==> config.mk <==
export PLATFORM = sky130hd
export DESIGN_NAME = link_sync_ctrl
export DESIGN_NICKNAME = d
export VERILOG_FILES = /design/src/rtl/link_sync_pkg.sv /design/src/rtl/sync_sat_cnt.sv /design/src/rtl/link_sync_ctrl.sv
export SDC_FILE = /design/constraint.sdc
export NUM_CORES = 1
export LEC_CHECK = 0
export CORE_AREA = 5 5 66 68
export DETAILED_ROUTE_END_ITERATION = 8
export DIE_AREA = 0 0 71 73
export GPL_ROUTABILITY_DRIVEN = 0
export HOLD_SLACK_MARGIN = 0.1
export PLACE_DENSITY = 0.72
export SLEW_MARGIN = 20
export SYNTH_ARGS = -nofsm -noshare
export SYNTH_HDL_FRONTEND = slang
export SYNTH_HIERARCHICAL = 1
export SYNTH_SLANG_ARGS = --single-unit
==> constraint.sdc <==
create_clock -name clk_4f -period 3.45 [get_ports clk_4f]
set_input_delay 0.69 -clock clk_4f [delete_from_list [all_inputs] [get_ports clk_4f]]
set_output_delay 0.69 -clock clk_4f [all_outputs]
set_load 0.02 [all_outputs]
==> src/rtl/link_sync_pkg.sv <==
// Shared constants, state encoding and sizing helper for the link sync controller.
package link_sync_pkg;

  localparam logic [7:0]  COMMA_DEF     = 8'hBC;
  localparam int unsigned SYNC_CNT_DEF  = 4;
  localparam int unsigned SLIP_TRIG_DEF = 8;
  localparam int unsigned SLIP_WAIT_DEF = 2;
  localparam int unsigned MAX_RUN_DEF   = 32;
  localparam int unsigned SLIP_CNT_W    = 4;

  typedef enum logic [1:0] {
    ST_SEARCH,
    ST_SLIP_WAIT,
    ST_CHECK,
    ST_LOCKED
  } state_t;

  // Bits needed to hold 0..n without wrap.
  function automatic int unsigned cnt_width(input int unsigned n);
    int unsigned w;
    w = $clog2(n + 1);
    return (w < 1) ? 1 : w;
  endfunction

endpackage

==> src/rtl/sync_sat_cnt.sv <==
// Saturating up-counter with synchronous clear; shared by all controller counters.
module sync_sat_cnt #(
  parameter int unsigned      WIDTH = 4,
  parameter logic [WIDTH-1:0] MAX   = '1
) (
  input  logic             clk_4f,
  input  logic             reset,
  input  logic             clr,
  input  logic             inc,
  output logic [WIDTH-1:0] count
);

  always_ff @(posedge clk_4f) begin
    if (reset || clr) begin
      count <= '0;
    end else if (inc && (count != MAX)) begin
      count <= count + 1'b1;
    end
  end

endmodule

==> src/rtl/link_sync_ctrl.sv <==
// Comma-based byte alignment and link lock controller with payload forwarding.
module link_sync_ctrl
  import link_sync_pkg::*;
#(
  parameter logic [7:0]  COMMA     = COMMA_DEF,
  parameter int unsigned SYNC_CNT  = SYNC_CNT_DEF,
  parameter int unsigned SLIP_TRIG = SLIP_TRIG_DEF,
  parameter int unsigned SLIP_WAIT = SLIP_WAIT_DEF,
  parameter int unsigned MAX_RUN   = MAX_RUN_DEF
) (
  input  logic                  clk_4f,
  input  logic                  reset,
  input  logic [7:0]            byte_in,
  input  logic                  byte_valid,
  output logic                  bitslip,
  output logic                  active,
  output logic [7:0]            data_out,
  output logic                  valid_out,
  output logic [SLIP_CNT_W-1:0] slip_count
);

  localparam int unsigned MISS_W  = cnt_width(SLIP_TRIG);
  localparam int unsigned COMMA_W = cnt_width(SYNC_CNT);
  localparam int unsigned RUN_W   = cnt_width(MAX_RUN);
  localparam int unsigned WAIT_W  = cnt_width(SLIP_WAIT);

  state_t state, state_next;

  logic [MISS_W-1:0]  miss_cnt;
  logic [COMMA_W-1:0] comma_cnt;
  logic [RUN_W-1:0]   run_cnt;
  logic [WAIT_W-1:0]  wait_cnt;

  logic miss_inc, miss_clr, comma_inc, comma_clr;
  logic run_inc, run_clr, wait_inc, wait_clr, slip_inc;
  logic slip_now, fwd;
  logic is_comma;

  assign is_comma = (byte_in == COMMA);

  always_ff @(posedge clk_4f) begin
    if (reset) state <= ST_SEARCH;
    else       state <= state_next;
  end

  // Comma count is kept at zero whenever the FSM sits in SEARCH, so the
  // first comma there only needs an increment to read as "count 1".
  always_comb begin
    state_next = state;
    if (byte_valid) begin
      unique case (state)
        ST_SEARCH: begin
          if (is_comma)                                  state_next = ST_CHECK;
          else if (miss_cnt == MISS_W'(SLIP_TRIG - 1))   state_next = ST_SLIP_WAIT;
        end
        ST_SLIP_WAIT: begin
          if (wait_cnt == WAIT_W'(SLIP_WAIT - 1))        state_next = ST_SEARCH;
        end
        ST_CHECK: begin
          if (!is_comma)                                 state_next = ST_SEARCH;
          else if (comma_cnt == COMMA_W'(SYNC_CNT - 1))  state_next = ST_LOCKED;
        end
        ST_LOCKED: begin
          if (!is_comma && (run_cnt == RUN_W'(MAX_RUN))) state_next = ST_SEARCH;
        end
        default: state_next = ST_SEARCH;
      endcase
    end
  end

  always_comb begin
    miss_inc  = 1'b0;
    miss_clr  = 1'b0;
    comma_inc = 1'b0;
    comma_clr = 1'b0;
    run_inc   = 1'b0;
    run_clr   = 1'b0;
    wait_inc  = 1'b0;
    wait_clr  = 1'b0;
    slip_inc  = 1'b0;
    slip_now  = 1'b0;
    fwd       = 1'b0;
    if (byte_valid) begin
      unique case (state)
        ST_SEARCH: begin
          if (is_comma) begin
            comma_inc = 1'b1;
            miss_clr  = 1'b1;
          end else if (miss_cnt == MISS_W'(SLIP_TRIG - 1)) begin
            slip_now  = 1'b1;
            slip_inc  = 1'b1;
            miss_clr  = 1'b1;
          end else begin
            miss_inc  = 1'b1;
          end
        end
        ST_SLIP_WAIT: begin
          if (wait_cnt == WAIT_W'(SLIP_WAIT - 1)) wait_clr = 1'b1;
          else                                    wait_inc = 1'b1;
        end
        ST_CHECK: begin
          if (!is_comma || (comma_cnt == COMMA_W'(SYNC_CNT - 1))) comma_clr = 1'b1;
          else                                                    comma_inc = 1'b1;
        end
        ST_LOCKED: begin
          if (is_comma || (run_cnt == RUN_W'(MAX_RUN))) begin
            run_clr = 1'b1;
          end else begin
            run_inc = 1'b1;
            fwd     = 1'b1;
          end
        end
        default: ;
      endcase
    end
  end

  always_ff @(posedge clk_4f) begin
    if (reset) begin
      bitslip   <= 1'b0;
      valid_out <= 1'b0;
      data_out  <= '0;
    end else begin
      bitslip   <= slip_now;
      valid_out <= fwd;
      if (fwd) data_out <= byte_in;
    end
  end

  assign active = (state == ST_LOCKED);

  sync_sat_cnt #(.WIDTH(MISS_W), .MAX(MISS_W'(SLIP_TRIG))) u_miss_cnt (
    .clk_4f(clk_4f), .reset(reset), .clr(miss_clr), .inc(miss_inc), .count(miss_cnt)
  );

  sync_sat_cnt #(.WIDTH(COMMA_W), .MAX(COMMA_W'(SYNC_CNT))) u_comma_cnt (
    .clk_4f(clk_4f), .reset(reset), .clr(comma_clr), .inc(comma_inc), .count(comma_cnt)
  );

  sync_sat_cnt #(.WIDTH(RUN_W), .MAX(RUN_W'(MAX_RUN))) u_run_cnt (
    .clk_4f(clk_4f), .reset(reset), .clr(run_clr), .inc(run_inc), .count(run_cnt)
  );

  sync_sat_cnt #(.WIDTH(WAIT_W), .MAX(WAIT_W'(SLIP_WAIT))) u_wait_cnt (
    .clk_4f(clk_4f), .reset(reset), .clr(wait_clr), .inc(wait_inc), .count(wait_cnt)
  );

  sync_sat_cnt #(.WIDTH(SLIP_CNT_W), .MAX('1)) u_slip_cnt (
    .clk_4f(clk_4f), .reset(reset), .clr(1'b0), .inc(slip_inc), .count(slip_count)
  );

endmodule

# Yosys cells after proc, flatten, opt, wreduce, memory -nomap -nowiden
# Index checks and enable logic that the tools add are counted.
# classes
add_sub_neg	5
multipliers	0
div	0
magnitude_cmp	0
n_eq_ne	17
shift	0
mux	37
bitwise_logic	0
n_reduce_logical	15
# op_table
op	count
$mux W1	29
$mux W2	6
$ne A3 B3 Y1 const B	3
$add A4 B1 Y4 const B	2
$eq A8 B8 Y1 const B	1
$ne A4 B4 Y1 const B	2
$pmux W2 S4	1
$add A6 B1 Y6 const B	1
$eq A6 B6 Y1 const B	1
$logic_and A1 B1 Y1	6
$logic_or A1 B1 Y1	6
$ne A6 B6 Y1 const B	1
$reduce_and A5 Y1	1
$eq A2 B1 Y1 const B	2
$eq A2 B2 Y1 const B	2
$eq A4 B3 Y1 const B	1
$ne A2 B2 Y1 const B	2
$add A3 B1 Y3 const B	1
$eq A3 B2 Y1 const B	1
$add A2 B1 Y2 const B	1
$logic_not A2 Y1	1
$ne A2 B1 Y1 const B	1
$pmux W1 S2	1
$logic_not A1 Y1	1
# totals
reg_bits	31
latchBits	0
ramBits	0
romBits	0
output_inout_bits	15
mem_count	0

# Longest topological paths before layout
# Gate-level depths: netlist of run 1.
# logic_depth
depth_word	7
depth_mapped	8
ltp_nobuf	7

# Cells and area by module
# The synthesis of run 1 kept the hierarchy.
# by_module_without_submodules
mod	instances	cells_each	area_each_um2
link_sync_ctrl	1	91	730.7
sync_sat_cnt at u_run_cnt	1	36	312.8
sync_sat_cnt at u_miss_cnt	1	25	224.0
sync_sat_cnt at u_slip_cnt	1	21	210.2
sync_sat_cnt at u_comma_cnt	1	17	188.9
sync_sat_cnt at u_wait_cnt	1	9	105.1

# Worst setup path before layout of run 1
# Ideal clock, no wire load.
# synth_timing
path_type	input to register
startpoint	in byte_in[6]
endpoint	reg u_comma_cnt.count[0]
arrival_time_ps	2221
slack_ps	1108
path_stages	6
path_buffers	1
path_cell_list	nand4b_4 or4_4 buf_6 a211oi_2 a21boi_2 mux2_4
# synth_via
elab_chain_len	7
word_cells_on_any_way	12
classes_between	eq/ne: 1; mux: 7; reduce/logical: 4
# synth_lines
item	line	text
start, declared	link_sync_ctrl.sv:13	input logic [7:0] byte_in,
$eq A8 B8 Y1 (*)	link_sync_ctrl.sv:39	assign is_comma = (byte_in == COMMA);
$logic_not A1 Y1	link_sync_ctrl.sv:102	if (!is_comma || (comma_cnt == COMMA_W'(SYNC_CNT - 1))) comma_clr = 1'b1;
$logic_or A1 B1 Y1	link_sync_ctrl.sv:102	
$mux W1	link_sync_ctrl.sv:102	
$pmux W1 S2 (*)	link_sync_ctrl.sv:84	unique case (state)
$mux W1 (*)	link_sync_ctrl.sv:83	if (byte_valid) begin
named net comma_inc	link_sync_ctrl.sv:34	logic miss_inc, miss_clr, comma_inc, comma_clr;
$logic_and A1 B1 Y1 (*)	sync_sat_cnt.sv:16	end else if (inc && (count != MAX)) begin
end signal, assigned	sync_sat_cnt.sv:17	count <= count + 1'b1;
end, declared	sync_sat_cnt.sv:10	output logic [WIDTH-1:0] count
# The timed path passes the listed nets; every way through them passes the cells marked *.
# A chain may end at the register's enable or synchronous reset.

# Worst setup path after layout of run 1
# layout_timing
startpoint	in byte_in[5]
endpoint	reg u_comma_cnt.count[1]
# The elaborated chain is that of the path after synthesis.

==> impl_metrics.toml, run 1 <==
[worst_setup_path]
crit_path_cell_trace = "clkdlybuf4s50_1, nand4b_4, or4_4, a211oi_2, a21boi_2, mux2_4"
critical_path.max_stage_delay_ns = 0.60
worst_path_max_delay_cell = "or4_4"
crit_type = "primary input to flop"
crit_required_ns = 3.62
path_max_fanout = 13
crit_arrival_ns = 2.76
setup.worst_path.end_class = "flop"
critPathLaunchType = "primary input"
cp_num_buf_inv = 1
critPathTopFamily = "simple AND/OR/NAND/NOR gates"

[flow_run]
cap_violations = 0

[worst_hold_path]
hp-class = "flop to flop"

[cells_and_area]
final_cell_mix = "31 x dfxtp_1, 25 x clkdlybuf4s50_1, 15 x nand2_1"
fin_util_pct = 57.4
syn2layout_area_growth_pct = 23.2
drive_above_1_share_pct = 13.0
antenna_cells = 0
nNetsFinal = 249
final_common_cell = "dfxtp_1"
fillers = 363

[global_route]
grt_pass1_vias = 1451
overflow = 0
track_usage_pct = 15.4
grt_max_degree = 19
antenna_found_initial = 0
grt_first_pass_wirelength_mm = 6.41

[cts]
cts_tree = "done"
postCtsSetupBuffers = 0
clkLatencyLatePin_ns = 0.28
cts.sinks = 31
cts_buffers = 5
root_buffer = "clkbuf_8"
htree_levels = 2
cts_buffer_depth = 2
postCtsHoldBufs = 0
clk_pin_slew_ns = 0.07
cts_resized = 0

[pwr]
p_sw_share_pct = 22.0
p_seq_share_pct = 50.5
power.internal_mw = 0.561
power_switching_mw = 0.158
ir_worst_vdd_mv = 0.156
pwr-share-comb_pct = 5.6
power_density_mw_per_mm2 = 329
clockPowerShare_pct = 43.9
p_leak_nw = 0.782
finalPower_mw = 0.718

[synth]
synth_area_mm2 = 0.00177
yosysWarningCount = 6
synthFlopType = "dfxtp_1"
synth-edff-count = 0
syn_area_per_cell_um2 = 8.90
seq_area_frac_synth_pct = 35.0
ys_ff_latch = 31
synth_cell_types = 54
synthArstFlopShare_pct = 0
syn_inst = 199

[detailed_routing]
detail_route.wl_per_cell_um = 13.3
vias = 1557
wirelength_mm = 3.74
drc = 0
dr.pass1.iters = 6
ant_nets = 0
routed_via_density = 5.54
first_iter_violations = 126

[run_status]
status = "completed"

[sta]
skew_ns = 0.00811
max_slew_margin_pct = 48.5
final.min_clock_period_ns = 2.59
setup_violations = 0
rsz0062_at_grt = "false"
final_hold_viol_count = 0
fin_hold_ws_ns = 0.468
tightest_slew_ns = 0.770
fmax_mhz = 386
fin_crit_sh_pct = 75.1
drv_slew = 0
tns_ns = 0

[floorplanning]
core_area_mm2 = 0.00380
io_pins = 26
die_h_um = 73
die_area_mm2 = 0.00518
initial_utilization_pct = 46.6
die_w_um = 71
num_rows = 23

[placed_design]
port-buffer-count = 25
hpwl_mm = 2.77
[worst reg2reg max path, delay by kind of cell, from the launching register on]
family | cells | cell delay (ns)
and+or+nand+nor | 5 | 1.47
DFF | 1 | 0.44
AOI/OAI and AO/OA | 1 | 0.15
[final timing paths]
check	startpoint	end	slack, ns	depth (start not counted)
worst max-delay path	byte_in[5]	u_comma_cnt/count[1]	0.86	6
worst min register to register	data_out[5]	data_out[5]	0.47	2
worst max register to register	u_run_cnt/count[2]	u_run_cnt/count[5]	1.33	6
worst min-delay path	data_out[5]	data_out[5]	0.47	2
[power groups by stage]
stage	registers (mW)	logic, mW	clock network, mW
floorplan	0.370	0.0167	0
global placement	0.370	0.0397	0
detailed placement	0.370	0.0405	0
CTS	0.362	0.0407	0.321
global route	0.362	0.0452	0.342
finish	0.362	0.0406	0.315
[synth_stat cells, types with 2 or more instances]
| cell | instances | area share, % |
|---|---|---|
| dfxtp_1 | 31 | 35 |
| nand2_1 | 15 | 3.2 |
| nand4_1 | 14 | 4.9 |
| nor2_1 | 14 | 3.0 |
| inv_1 | 12 | 2.5 |
| a21oi_1 | 11 | 3.1 |
| ha_1 | 8 | 5.6 |
| o31ai_1 | 8 | 3.4 |
| nor3_1 | 7 | 2.0 |
| nand3_1 | 6 | 1.7 |
| o21ai_0 | 6 | 1.7 |
| and3_1 | 4 | 1.4 |
| mux2i_1 | 4 | 2.3 |
| nor3b_1 | 4 | 1.7 |
| clkbuf_1 | 3 | 0.64 |
| or3_1 | 3 | 1.1 |
| xnor2_1 | 3 | 1.5 |
| a21boi_0 | 2 | 0.85 |
| a21boi_1 | 2 | 0.85 |
| and4b_1 | 2 | 1.1 |
| buf_2 | 2 | 0.56 |
| mux2_4 | 2 | 1.7 |
| nand4b_1 | 2 | 0.99 |
| nor2b_1 | 2 | 0.71 |
| nor4_2 | 2 | 1.4 |
| xor2_1 | 2 | 0.99 |
[cells by family after synthesis]
family	count (synthesis)	share of synthesized area [%]
AND/OR/NAND/NOR	89	31.1
AO/OA/AOI/OAI	40	16.7
flip-flops	31	35.0
buffers and inverters	19	4.80
adder cells (fa/ha/maj)	8	5.65
multiplexers	6	3.95
XOR/XNOR	5	2.47
other	1	0.212
[through the flow]
step                      area [um^2]  instances  setup slack, ns
after CTS                        2180        281            0.878
after global routing             2180        281            0.764
final                            2180        281            0.860
after global placement           2080        273            0.612
after floorplan                  1780        201             1.11
after detailed placement         2080        273            0.573
[layout make-up]
cell class | instances | area [um^2] | area share, %
Tap cell | 50 | 62.6 | 2.87
Timing Repair Buffer | 29 | 280 | 12.8
Multi-Input combinational cell | 151 | 1070 | 49.2
Inverter | 12 | 45.0 | 2.06
Sequential cell | 31 | 621 | 28.4
Clock buffer | 8 | 100 | 4.59
[metal layers]
layer  global-route usage [%]  wire, um  up-vias  share of wire (%)
met4                     6.47        55        0                1.5
met2                     25.0      1730       26                 46
li1                         -         -      790                  -
met1                     18.9      1790      736                 48
met3                     4.68       162        5                4.3
met5                        0         0        -                  0
[state kept, by name (all words and copies together), names as in the netlist]
register / flops
u_slip_cnt/count: 4
valid_out: 1
u_comma_cnt/count: 3
u_miss_cnt/count: 4
u_run_cnt/count: 6
u_wait_cnt/count: 2
data_out: 8
state: 2
bitslip: 1
Power figures use the tool's default switching activity.
==> run 2: changes to the inputs <==
Settings changed: CORE_AREA 5 5 66 68 to 5 5 67 69, DIE_AREA 0 0 71 73 to 0 0 72 74, PLACE_DENSITY 0.72 to 0.73.
Clock period 3.45 ns to 2.1 ns, I/O delays scaled along.
==> run 2 against run 1 <==
Against the previous run:
- global-route usage grew 0.67 points
- setup slack lost 0.81 ns
- via count grew 4.5%
- largest power group is now the clock network
- critical path depth shrank 1
- clock skew is essentially flat
- power grew 79%
- clock power grew 94%
- die area grew 2.8%
- non-clock buffer count grew 22
- clock-buffer cell count shrank 2
- cell area grew 9.6%
- final cell count grew 7.8%
==> impl_metrics.toml, run 2 (synthesized netlist as in run 1, its figures left out) <==
[cells_and_area]
largest_register = "data_out"
largest_reg_flops = 8
top_regs = "data_out x8, u_run_cnt/count x6"
fillers = 353
syn2layout_area_growth_pct = 35.0
fin_cells = 303
final_cell_mix = "31 x dfxtp_1, 25 x buf_4, 19 x clkdlybuf4s50_1"
drive_above_1_share_pct = 21.7
seqCellArea_um2 = 621
nNetsFinal = 271
final_common_cell = "dfxtp_1"
multi_input_area_mm2 = 0.00109
antenna_cells = 0

[placed_design]
hpwl_mm = 3.00
port-buffer-count = 25
dp.cells = 294

[detailed_routing]
dr.pass1.iters = 4
routed_via_density = 5.37
vias = 1627
drc = 0
wirelength_mm = 3.96
first_iter_violations = 88
detail_route.wl_per_cell_um = 13.1
ant_nets = 0

[cts]
clk_pin_slew_ns = 0.07
root_buffer = "clkbuf_8"
htree_levels = 2
cts_buffers = 5
clkLatencyLatePin_ns = 0.28
cts_buffer_depth = 2
postCtsHoldBufs = 0
cts.sinks = 31
cts_tree = "done"

[worst_setup_path]
critical_path.max_stage_delay_ns = 0.57
crit_required_ns = 2.27
crit_arrival_ns = 2.22
crit_path_cell_trace = "clkdlybuf4s50_1, or4_4, a211oi_4, a21boi_4, mux2_4"
worst_path_max_delay_cell = "or4_4"
reg2reg_setup_slack_ns = 0.40
crit_type = "primary input to flop"
setup.worst_path.end_class = "flop"
cp_num_buf_inv = 1
critPathTopFamily = "simple AND/OR/NAND/NOR gates"
path_max_fanout = 3
critPathLaunchType = "primary input"

[sta]
max_slew_margin_pct = 66.6
setup_violations = 0
final.min_clock_period_ns = 2.05
tightest_slew_ns = 0.499
fin_crit_sh_pct = 97.5
rsz0062_at_grt = "false"
skew_ns = 0.00808
final_hold_viol_count = 0
fin_hold_ws_ns = 0.449
fmax_mhz = 488
drv_slew = 0
tns_ns = 0

[floorplanning]
io_pins = 26
die_area_mm2 = 0.00533
core_area_mm2 = 0.00386
num_rows = 23
initial_utilization_pct = 45.9
die_w_um = 72
die_h_um = 74

[pwr]
pwr-share-comb_pct = 6.5
power_density_mw_per_mm2 = 539
p_sw_share_pct = 21.1
power.internal_mw = 1.02
clockPowerShare_pct = 47.3
ir_worst_vdd_mv = 0.242
power_switching_mw = 0.271
p_seq_share_pct = 46.2
finalPower_mw = 1.29
p_leak_nw = 0.935

[global_route]
grt_first_pass_wirelength_mm = 6.70
grt_pass1_vias = 1586
overflow = 0
grt_max_degree = 14
antenna_found_initial = 0
track_usage_pct = 16.1

[flow_run]
cap_violations = 0

[worst_hold_path]
hp-class = "primary input to flop"

[run_status]
status = "completed"
-- run 2: cell count changes in the layout (fill, tap and decap cells not counted), moves of 3 or more --
cell / previous run / this run
dlygate4sd2_1: 0 / 3
clkdlybuf4s50_1: 25 / 19
dlymetal6s2s_1: 0 / 3
buf_4: 4 / 25
-- run 2: worst paths after layout --
check,start,cells after the start,endpoint
worst max-delay path,byte_in[0],5,u_comma_cnt/count[0]
worst min-delay path,byte_in[2],3,data_out[2]
worst min register to register,data_out[5],2,data_out[5]
worst max register to register,u_run_cnt/count[3],7,u_run_cnt/count[5]
-- run 2: routing by layer --
layer | track usage, % | routed length, um | vias to the layer above
met5 | 0 | 0 | -
met3 | 4.19 | 163 | 6
met2 | 27.3 | 1860 | 33
met4 | 7.93 | 65 | 0
li1 | - | - | 834
met1 | 18.8 | 1870 | 754
-- run 2: timing repair --
item | 4_1_cts | 5_1_grt
resized for setup | 5 | 6
setup endpoints to repair | 4 | 11
pin swaps | 0 | 3
gates cloned | 0 | 0
buffers inserted | 0 | 1
-- run 2: layout make-up --
| class | count | share of cell area [%] |
|---|---|---|
| well taps | 50 | 2.62 |
| clock buffers | 6 | 3.45 |
| multi-input cells | 151 | 45.7 |
| flip-flops and latches | 31 | 25.9 |
| clock inverters | 2 | 1.46 |
| repair buffers | 51 | 18.9 |
| inverters | 12 | 1.88 |
-- run 2: per-stage QoR --
stage	instance area (um^2)	util [%]	setup WS, ns
final	2390	62.0	0.0526
after global placement	2240	58.1	-0.330
after CTS	2370	61.4	0.00161
after global routing	2390	62.0	0.0334
after detailed placement	2240	58.1	-0.352
after floorplan	1780	-	0.0279
-- run 2: power by group through the flow --
stage | clock, mW | sequential (mW) | combinational (mW)
CTS | 0.621 | 0.595 | 0.0831
detailed placement | 0 | 0.608 | 0.0839
floorplan | 0 | 0.607 | 0.0274
global route | 0.651 | 0.595 | 0.0931
global placement | 0 | 0.609 | 0.0810
finish | 0.610 | 0.595 | 0.0841
-- run 2: worst register-to-register path, stage by stage (launching register included) --
cell      delay (ns)
dfxtp_1         0.43
nor2_1          0.11
and3_1          0.20
nor3_1          0.17
buf_4           0.15
nand3_1         0.08
or3_1           0.36
a21boi_1        0.14
==> run 3: changes to the inputs <==
Settings changed: CORE_AREA 5 5 67 69 to 5 5 66 68, CTS_BUF_LIST set to sky130_fd_sc_hd__clkbuf_4 sky130_fd_sc_hd__clkbuf_8, DIE_AREA 0 0 72 74 to 0 0 71 73, PLACE_DENSITY 0.73 to 0.75, SLEW_MARGIN 20 to unset.
==> run 3 against run 2 <==
Against the previous run:
- sequential power about the same
- hold slack improved by 0.023 ns
- clock power grew 2%
- clock skew shrank 0.0020 ns
- cell area down 0.99%
- non-clock buffer count shrank 1
- highest routed layer unchanged
- final cell count is 0.33% lower
- via count is 2.6% higher
- flip-flop and latch count stayed put
- critical path depth up 4
- die area fell by 2.7%
- core utilization grew 0.31 points
==> impl_metrics.toml, run 3 (synthesized netlist as in run 1, its figures left out) <==
[worst_setup_path]
reg2reg_setup_slack_ns = 0.39
crit_path_cell_trace = "clkdlybuf4s50_1, nand4b_4, or4_4, buf_4, nand2_2, nor2_2, nand4_1, o211ai_2, o41ai_2"
r2r_end = "u_slip_cnt/count[3]"
setup.worst_path.end_class = "flop"
worst_path_max_delay_cell = "clkdlybuf4s50_1"
crit_type = "primary input to flop"
path_max_fanout = 12
timing.rr.start = "state[0]"
critical_path.max_stage_delay_ns = 0.50
crit_required_ns = 2.27
crit_arrival_ns = 2.25
critPathLaunchType = "primary input"
r2r_cells = 7

[cts]
cts.sinks = 31
root_buffer = "clkbuf_8"
clk_pin_slew_ns = 0.07
clkLatencyLatePin_ns = 0.29
cts_buffers = 5
cts_tree = "done"
htree_levels = 2
postCtsSetupBuffers = 0
cts_buffer_depth = 2

[floorplanning]
num_rows = 23
die_h_um = 73
initial_utilization_pct = 46.6
io_pins = 26
die_area_mm2 = 0.00518
core_area_mm2 = 0.00380
die_w_um = 71

[worst_hold_path]
holdPathEnd = "data_out[5]"
hp-class = "flop to flop"
hold_start = "data_out[5]"
hold_depth = 2

[pwr]
p_leak_nw = 0.901
ir_worst_vdd_mv = 0.300
power_density_mw_per_mm2 = 549
finalPower_mw = 1.30

[global_route]
overflow = 0
antenna_found_initial = 0
grt_max_degree = 14
grt_pass1_vias = 1565
track_usage_pct = 17.0
grt_first_pass_wirelength_mm = 6.96

[detailed_routing]
routed_via_density = 5.53
drc = 0
detail_route.wl_per_cell_um = 14.0
first_iter_violations = 71
dr_wl_met3_um = 174
dr.pass1.iters = 4
wl_met2_mm = 1.95
vias = 1669
ant_nets = 0
wl_met1_mm = 2.01
wirelength_mm = 4.21
top_layer_used = "met4"

[run_status]
status = "completed"

[sta]
rsz0062_at_grt = "true"
fin_hold_ws_ns = 0.472
setup_violations = 0
tightest_slew_ns = 0.543
fin_crit_sh_pct = 98.9
final_hold_viol_count = 0
fmax_mhz = 482
max_slew_margin_pct = 63.7
final.min_clock_period_ns = 2.08
tns_ns = 0
drv_slew = 0
fin_ws_ns = 0.0234
skew_ns = 0.00605

[cells_and_area]
seqCellArea_um2 = 621
fin_cells = 302
largest_register = "data_out"
syn2layout_area_growth_pct = 33.7
largest_reg_flops = 8
fillers = 355
multi_input_area_mm2 = 0.00109
top_regs = "data_out x8, u_run_cnt/count x6"
antenna_cells = 0
final_common_cell = "dfxtp_1"
nNetsFinal = 270
final_cell_mix = "31 x dfxtp_1, 25 x buf_4, 22 x clkdlybuf4s50_1"
drive_above_1_share_pct = 21.8

[placed_design]
dp.cells = 294
port-buffer-count = 25
hpwl_mm = 3.00
dp_slack_ns = -0.387

[flow_run]
cap_violations = 0
## run 3: final cells by class
cell class	count	share of cell area, %
multi-input cells	151	46.0
inverters	12	1.90
clock buffers	6	3.49
flip-flops and latches	31	26.2
repair buffers	50	18.3
clock inverters	2	1.48
well taps	50	2.64
## run 3: through the flow
step                utilization [%]  instance area [um^2]
finish                         62.4                  2370
global route                   62.4                  2370
CTS                            62.0                  2360
detailed placement             59.0                  2240
global placement               59.0                  2240
floorplan                         -                  1780
## run 3: how the worst max path moves through the flow
stage | startpoint | endpoint | slack (ns) | cells after the start
2_1_floorplan | byte_in[6] | u_comma_cnt/count[0] | 0.03 | 6
3_3_place_gp | byte_in[5] | u_comma_cnt/count[1] | -0.30 | 6
3_5_place_dp | byte_in[6] | u_slip_cnt/count[3] | -0.39 | 9
4_1_cts | byte_in[6] | u_comma_cnt/count[1] | 0.0004 | 6
5_1_grt | byte_in[3] | u_comma_cnt/count[0] | -0.03 | 6
6_report | byte_in[6] | u_slip_cnt/count[3] | 0.02 | 9
## run 3: report_power, final
group          internal (mW)  leakage, nW  switching, mW
clock network          0.384       0.0612          0.238
logic                 0.0416        0.590         0.0410
registers              0.591        0.250        0.00473
total                   1.02        0.901          0.284
## run 3: worst max-delay path, delay by kind of cell
kind                   cells  cell delay (ns)
buffers and inverters      2             0.69
AOI/OAI and AO/OA          2             0.32
and+or+nand+nor            5             0.82
## run 3: what timing repair did
action / in CTS / in global routing
cloned: 0 / 0
hold buffers: 0 / 0
pin swaps: 2 / 1
resized for setup: 4 / 5
setup endpoints to repair: 5 / 6
## run 3: routing by layer
layer | vias up | GRT usage [%]
met5 | - | 0
met4 | 0 | 7.93
met3 | 10 | 5.23
met2 | 38 | 28.1
met1 | 783 | 20.2
li1 | 838 | -
